### src/rtl/and_unit_arbiter.sv
// Round-robin arbiter sharing one registered bitwise-AND unit between N_REQ requesters.
// IDLE grants and captures operands, CAPT computes, RESP holds the result until taken.
module and_unit_arbiter #(
    parameter int N_REQ = 4,
    parameter int WIDTH = 8,
    parameter int IDW   = 2
) (
    input  logic                   clk,
    input  logic                   rst_n,
    input  logic [N_REQ-1:0]       req_valid,
    input  logic [N_REQ*WIDTH-1:0] req_a,
    input  logic [N_REQ*WIDTH-1:0] req_b,
    output logic [N_REQ-1:0]       req_ready,
    output logic                   rsp_valid,
    input  logic                   rsp_ready,
    output logic [IDW-1:0]         rsp_id,
    output logic [WIDTH-1:0]       rsp_data,
    output logic                   busy,
    output logic [15:0]            op_count
);

    localparam logic [1:0] IDLE = 2'd0;
    localparam logic [1:0] CAPT = 2'd1;
    localparam logic [1:0] RESP = 2'd2;

    logic [1:0]       state;
    logic [IDW-1:0]   ptr;
    logic [IDW-1:0]   id_q;
    logic [WIDTH-1:0] op_a;
    logic [WIDTH-1:0] op_b;
    logic [IDW-1:0]   idx;
    logic [IDW-1:0]   win_id;
    logic             win_found;

    // Search starts at ptr and wraps; first valid requester wins. Gated by rst_n so
    // no grant is shown while reset is held.
    always_comb begin
        req_ready = '0;
        win_id    = '0;
        win_found = 1'b0;
        idx       = '0;
        if (rst_n && state == IDLE) begin
            for (int unsigned k = 0; k < N_REQ; k++) begin
                idx = IDW'((32'(ptr) + k) % N_REQ);
                if (!win_found && req_valid[idx]) begin
                    win_found = 1'b1;
                    win_id    = idx;
                end
            end
        end
        if (win_found) begin
            req_ready[win_id] = 1'b1;
        end
    end

    assign rsp_valid = (state == RESP);
    assign busy      = (state != IDLE);

    always_ff @(posedge clk or negedge rst_n) begin
        if (!rst_n) begin
            state    <= IDLE;
            ptr      <= '0;
            id_q     <= '0;
            op_a     <= '0;
            op_b     <= '0;
            rsp_id   <= '0;
            rsp_data <= '0;
            op_count <= '0;
        end else begin
            case (state)
                IDLE: begin
                    if (win_found) begin
                        op_a  <= req_a[win_id*WIDTH +: WIDTH];
                        op_b  <= req_b[win_id*WIDTH +: WIDTH];
                        id_q  <= win_id;
                        ptr   <= (win_id == IDW'(N_REQ - 1)) ? '0 : win_id + 1'b1;
                        state <= CAPT;
                    end
                end
                CAPT: begin
                    rsp_data <= op_a & op_b;
                    rsp_id   <= id_q;
                    state    <= RESP;
                end
                RESP: begin
                    if (rsp_ready) begin
                        op_count <= op_count + 16'd1;
                        state    <= IDLE;
                    end
                end
                default: state <= IDLE;
            endcase
        end
    end

endmodule

### config.mk
export PLATFORM = sky130hd
export DESIGN_NAME = and_unit_arbiter
export DESIGN_NICKNAME = d
export VERILOG_FILES = /design/src/rtl/and_unit_arbiter.sv
export SDC_FILE = /design/constraint.sdc
export NUM_CORES = 1
export LEC_CHECK = 0
export BUFFER_PORTS_ARGS = -buffer_cell sky130_fd_sc_hd__buf_2
export CAP_MARGIN = 15
export CORE_MARGIN = 5
export CORE_UTILIZATION = 50
export CTS_CLUSTER_SIZE = 10
export DETAILED_ROUTE_END_ITERATION = 10
export MAX_ROUTING_LAYER = met4
export PLACE_DENSITY = 0.82
export SYNTH_ARGS = -nofsm -noshare
export SYNTH_HDL_FRONTEND = slang
export SYNTH_SLANG_ARGS = --single-unit
### constraint.sdc
create_clock -name clk -period 4.4 [get_ports clk]
set_input_delay 0 -clock clk [delete_from_list [all_inputs] [get_ports clk]]
set_output_delay 0 -clock clk [all_outputs]
set_load 0.01 [all_outputs]
# [Word level (Yosys, flattened, before mapping)]
# Cells that the tools add are included.
# Widths: inputs -> output; s select.
[totals] register_bits=48 in_bits=71 output_inout_bits=32 elab_cells=68
[classes] add_sub_neg=5 n_lt_le_gt_ge=6 n_eq_ne=5 n_shift=2 muxes=28 bitwise_logic=1 reduce_logical=13
[op_table] cell="$shiftx 32x6->8" count=2
[op_table] cell="$add 16x1->16 const B" count=1
[op_table] cell="$mux 2" count=8
[op_table] cell="$lt 2x3->1 const B" count=5
[op_table] cell="$mux 1" count=13
[op_table] cell="$and 8x8->8" count=1
[op_table] cell="$bmux 1 s2" count=4
[op_table] cell="$pmux 2 s3" count=1
[op_table] cell="$reduce_and 2->1" count=3
[op_table] cell="$logic_and 1x1->1" count=5
[op_table] cell="$add 2x1->2 const B" count=2
[op_table] cell="$add 2x2->2 const B" count=2
[op_table] cell="$eq 2x2->1 const B" count=2
[op_table] cell="$mux 4" count=1
[op_table] cell="$logic_not 1->1" count=3
[op_table] cell="$demux 1 s2" count=1
[op_table] cell="$eq 2x1->1 const B" count=1
[op_table] cell="$ge 2x1->1 const B" count=1
[op_table] cell="$logic_not 2->1" count=1
[op_table] cell="$ne 2x1->1 const B" count=1
[op_table] cell="$ne 2x2->1 const B" count=1
[op_table] cell="$reduce_bool 2->1" count=1

# [Logic depth before layout (Yosys ltp)]
[logic_depth] ltp_word=21 ltp_mapped=10 ltp_nobuf=7

# [Worst setup path before layout]
# No wires, ideal clock.
[synth_path] path_kind="reg-to-reg" from="reg ptr[1]" to="reg ptr[1]" setup_ps=117 t_arrival_ps=1654 t_required_ps=4283 setup_slack_ps=2629 path_stages_with_launch=11 n_path_buf=3 period_less_slack_ps=1771 path_cell_list="dfrtp_1 > buf_6 > a21oi_1 > o21a_1 > o221ai_1 > buf_2 > buf_2 > inv_1 > ha_1 > nand2_1 > nand2_1"
[synth_between] elab_chain_cells=18 word_cells_on_any_way=34 classes_between="4 x add/sub; 1 x eq/ne; 22 x mux; 7 x reduce/logical"
[synth_rtl] item="start, declared" line="27" source="logic [IDW-1:0] ptr;"
[synth_rtl] item="start signal, assigned" line="76" source="ptr <= (win_id == IDW'(N_REQ - 1)) ? '0 : win_id + 1'b1;"
[synth_rtl] item="$bmux 1 s2" line="45" source="if (!win_found && req_valid[idx]) begin"
[synth_rtl] item="$mux 1 (not written as such)" line="45"
[synth_rtl] item="$mux 1" line="45"
[synth_rtl] item="$mux 1" line="42" source="if (rst_n && state == IDLE) begin"
[synth_rtl] item="$logic_not 1->1" line="45"
[synth_rtl] item="$logic_and 1x1->1" line="45"
[synth_rtl] item="$mux 1" line="45"
[synth_rtl] item="$mux 1" line="42"
[synth_rtl] item="[... 3 more ...]"
[synth_rtl] item="$mux 1" line="42"
[synth_rtl] item="$logic_not 1->1" line="45"
[synth_rtl] item="$logic_and 1x1->1" line="45"
[synth_rtl] item="$mux 2 *" line="45"
[synth_rtl] item="$mux 2 *" line="42"
[synth_rtl] item="via win_id[1]" line="32" source="logic [IDW-1:0] win_id;"
[synth_rtl] item="$add 2x1->2 / $eq 2x2->1 (equally long branches)" line="76"
[synth_rtl] item="$mux 2 *" line="76"
# Mark *: on every way through the listed nets, which the timed path passes. The rest lies on a longest branch. The select of a mux whose other input is x is not followed.
# A chain may end at the register's enable or synchronous reset.

# [Worst setup path after layout]
[layout_path] from="reg ptr[1]" to="out req_ready[0]"
[layout_between] elab_chain_cells=21 word_cells_on_any_way=36 classes_between="3 x add/sub; 2 x order compare; 24 x mux; 7 x reduce/logical"
[layout_rtl] item="$bmux 1 s2" line="45"
[layout_rtl] item="$mux 1 (not written as such)" line="45"
[layout_rtl] item="$mux 1" line="45"
[layout_rtl] item="$mux 1" line="42"
[layout_rtl] item="$logic_not 1->1" line="45"
[layout_rtl] item="$logic_and 1x1->1" line="45"
[layout_rtl] item="$mux 1" line="45"
[layout_rtl] item="$mux 1" line="42"
[layout_rtl] item="[... 5 more ...]"
[layout_rtl] item="$logic_and 1x1->1" line="45"
[layout_rtl] item="$mux 2" line="45"
[layout_rtl] item="$mux 2" line="42"
[layout_rtl] item="$lt 2x3->1 (not written as such) / $ge 2x1->1 (equally long branches)" line="52" source="req_ready[win_id] = 1'b1;"
[layout_rtl] item="$logic_and 1x1->1 (not written as such)" line="52"
[layout_rtl] item="$mux 1 (not written as such)" line="52"
[layout_rtl] item="$demux 1 s2" line="52"
[layout_rtl] item="$mux 4 *" line="51" source="if (win_found) begin"
[layout_rtl] item="end, declared" line="13" source="output logic [N_REQ-1:0] req_ready,"
# Mark *: on every way between the ends. The rest lies on a longest branch, timed or not. The select of a mux whose other input is x is not followed.

==> results.py <==
metrics = {
    "timing": {
        "relSlewSlack": 0.324,
        "final.setup.tns_ns": 0,
        "period_minus_slack_ns": 3.02,
        "worst_clock_skew_ns": 0.00412,
        "hold_viol": 0,
        "holdWs_ns": 0.00889,
        "clock.fmax_mhz": 331,
        "tightest_slew_ns": 1.01,
        "setup_viol": 0,
        "finalMaxSlewViolations": 0,
        "fin_crit_sh": 0.686,
        "fin_ws_ns": 1.38,
        "rsz0062_at_grt": "no",
    },
    "placement": {
        "place_hpwl_mm": 4.75,
        "dp_slack_ns": 1.73,
        "port_buffers": 102,
        "routabilityCongestion": 0.814,
        "placed_cell_area_um2": 3130,
        "placedCellCount": 420,
    },
    "cts": {
        "numCtsBuffers": 5,
        "cts_setup_buffers": 0,
        "cts.path.max_buffers": 2,
        "clk-insertion-delay-late_ns": 0.29,
        "cts_sinks": 48,
        "tritoncts": "built",
        "cts.htree.levels": 2,
        "cts_root_buf": "clkbuf_8",
        "clk_pin_slew_worst_paths_ns": 0.08,
    },
    "logic_synthesis": {
        "netlist_area_um2": 2610,
        "ys_types": 41,
        "yosys.area.top_type_share": 0.460,
        "ys_warn_count": 0,
        "synth_common_cells": "dfrtp_1 (48), nand2_1 (33), nand3_1 (20), o21ai_0 (20)",
        "yosysSeqAreaShare": 0.460,
        "synth-seq-cells": 48,
        "synth.area.top_cells": "dfrtp_1 (46%), mux2i_1 (6.1%), nand2_1 (4.7%)",
        "synth_edf_count": 0,
        "async_reset_ff_frac": 1.00,
        "synth_most_common_cell": "dfrtp_1",
        "yosysTopAreaCell": "dfrtp_1",
        "avgSynthCellArea_um2": 9.89,
        "netlist_instances": 264,
        "ys_dominant_reg_cell": "dfrtp_1",
        "synth_nets": 340,
    },
    "power_and_ir_drop": {
        "intPower_mw": 1.07,
        "p_clk_frac": 0.142,
        "ir_drop_v": 0.000339,
        "p_per_area_nw_per_um2": 510,
        "p_seq_frac": 0.419,
        "power_mw": 1.73,
        "power_frac_comb": 0.439,
        "p_sw_frac": 0.381,
        "switchingPower_mw": 0.657,
        "p_leak_nw": 1.73,
    },
    "global_routing": {
        "grt_pass1_vias": 2299,
        "grt_max_degree": 49,
        "antenna_found_initial": 0,
        "grt_pass1_wl_mm": 10.6,
        "grt_remaining_overflow": 0,
        "track_usage": 0.208,
    },
    "floorplan": {
        "row_count": 26,
        "ios": 103,
        "initial_utilization": 0.515,
        "die_x_um": 82.3,
        "die_height_um": 82.3,
        "dieArea_um2": 6770,
        "core_area_um2": 5070,
    },
    "min_path": {
        "hold_class": "in -> reg",
        "worstHoldPathCells": 3,
    },
    "worst_setup_path": {
        "crit_arrival_ns": 3.02,
        "crit_fanout": 20,
        "r2r.worst_path.cells": 6,
        "crit_type": "reg -> out",
        "cp-start-kind": "register",
        "cp.required_ns": 4.40,
        "worstSetupEndpointType": "output port",
    },
    "layout": {
        "drive_gt1_frac": 0.323,
        "fin_area_um2": 3380,
        "syn_to_final_growth_pct": 29.6,
        "final_cells": 445,
        "fillCellCount": 416,
        "diodes": 0,
        "finish.utilization": 0.667,
        "nets": 451,
    },
    "outcome": {
        "status": "completed",
    },
    "routing": {
        "vias": 2401,
        "drc_errors": 0,
        "ant_nets": 0,
        "dr.first_iter.drc_count": 159,
        "wl_mm": 6.51,
        "drt_pass1_iterations": 5,
        "wl_per_cell_um": 14.6,
        "drt-vias-per-instance": 5.40,
    },
    "run": {
        "max_cap_viol_count": 0,
    },
}
==> what timing repair did <==
action,4_1_cts,5_1_grt
hold endpoints to repair,57,0
endpoints found under the setup margin,0,0
resized for setup,0,0
hold buffers,17,0
==> layout make-up <==
| cell class | count | area [um2] | area share |
|---|---|---|---|
| clock buffer | 6 | 72.6 | 0.0214 |
| clock inverter | 1 | 5.00 | 0.00148 |
| inverter | 5 | 18.8 | 0.00555 |
| multi-input combinational | 194 | 1300 | 0.384 |
| sequential | 48 | 1200 | 0.355 |
| tap | 70 | 87.6 | 0.0259 |
| timing repair buffer | 121 | 699 | 0.207 |
==> critical path, cell delays in order, from the launching register on <==
cell and delay (ns):
dfrtp_1 0.56, mux2i_4 0.30, o22ai_2 0.21, nor3_4 0.89, inv_1 0.22, ha_1 0.26
and2_1 0.13, buf_2 0.14
==> worst paths after layout <==
| check | start | end | slack, ns |
|---|---|---|---|
| worst max-delay path | ptr[1]$_DFFE_PN0P_ | req_ready[0] | 1.38 |
| worst min-delay path | req_a[21] | op_a[5]$_DFFE_PN0P_ | 0.009 |
| worst max register to register | ptr[1]$_DFFE_PN0P_ | op_a[3]$_DFFE_PN0P_ | 1.38 |
| worst min register to register | op_count[15]$_DFFE_PN0P_ | op_count[15]$_DFFE_PN0P_ | 0.47 |
| max in group asynchronous | rst_n | rsp_id[1]$_DFFE_PN0N_ | 3.63 |
| min in group asynchronous | rst_n | op_count[0]$_DFFE_PN0P_ | 0.37 |
==> kinds of logic after synthesis <==
kind of cell	after synthesis	synth area share
muxes	19	0.0786
xor gates and xnor gates	15	0.0503
adders and majority gates	5	0.0240
buffers and inverters	22	0.0470
AOI/OAI and AO/OA	66	0.162
DFF	48	0.460
and+or+nand+nor	89	0.178
==> placed cells by master (no fill, tap or decap), drive strengths merged <==
cell           n
o21a           2
nand3         20
mux2i         17
ha             5
and3          16
nor3b          1
and3b          1
a2bb2oi        1
clkbuf         6
dlygate4sd3   17
nand2         33
nand4          2
o22ai         13
inv            5
o221ai         1
nand2b         4
a21o           1
nor3           1
nor2           4
o22a           1
o41ai          1
nand3b         1
a21oi          5
and4           1
dfrtp         48
and2           4
xnor2         10
clkinv         1
buf          104
xor2           5
mux2           2
or2            1
a22oi          6
o21ai         29
o211ai         6
==> registers in the layout (all words and copies together), names as in the netlist <==
| name | cells |
|---|---|
| id_q | 2 |
| op_a | 8 |
| op_b | 8 |
| op_count | 16 |
| ptr | 2 |
| rsp_data | 8 |
| rsp_id | 2 |
| state | 2 |
==> power groups by stage <==
stage / registers (mW) / logic [mW] / clock network, mW
global route: 0.741 / 0.845 / 0.272
floorplan: 0.720 / 0.503 / 0
global placement: 0.719 / 0.673 / 0
finish: 0.723 / 0.758 / 0.245
CTS: 0.721 / 0.752 / 0.250
detailed placement: 0.730 / 0.695 / 0
==> routing by layer <==
layer	track usage	wire length, um	up-vias
li1	-	-	1166
met2	0.330	3180	113
met4	0.0498	68	0
met3	0.0445	508	8
met5	-	0	-
met1	0.272	2750	1114
Note: power is estimated with default switching activity, not from simulation.
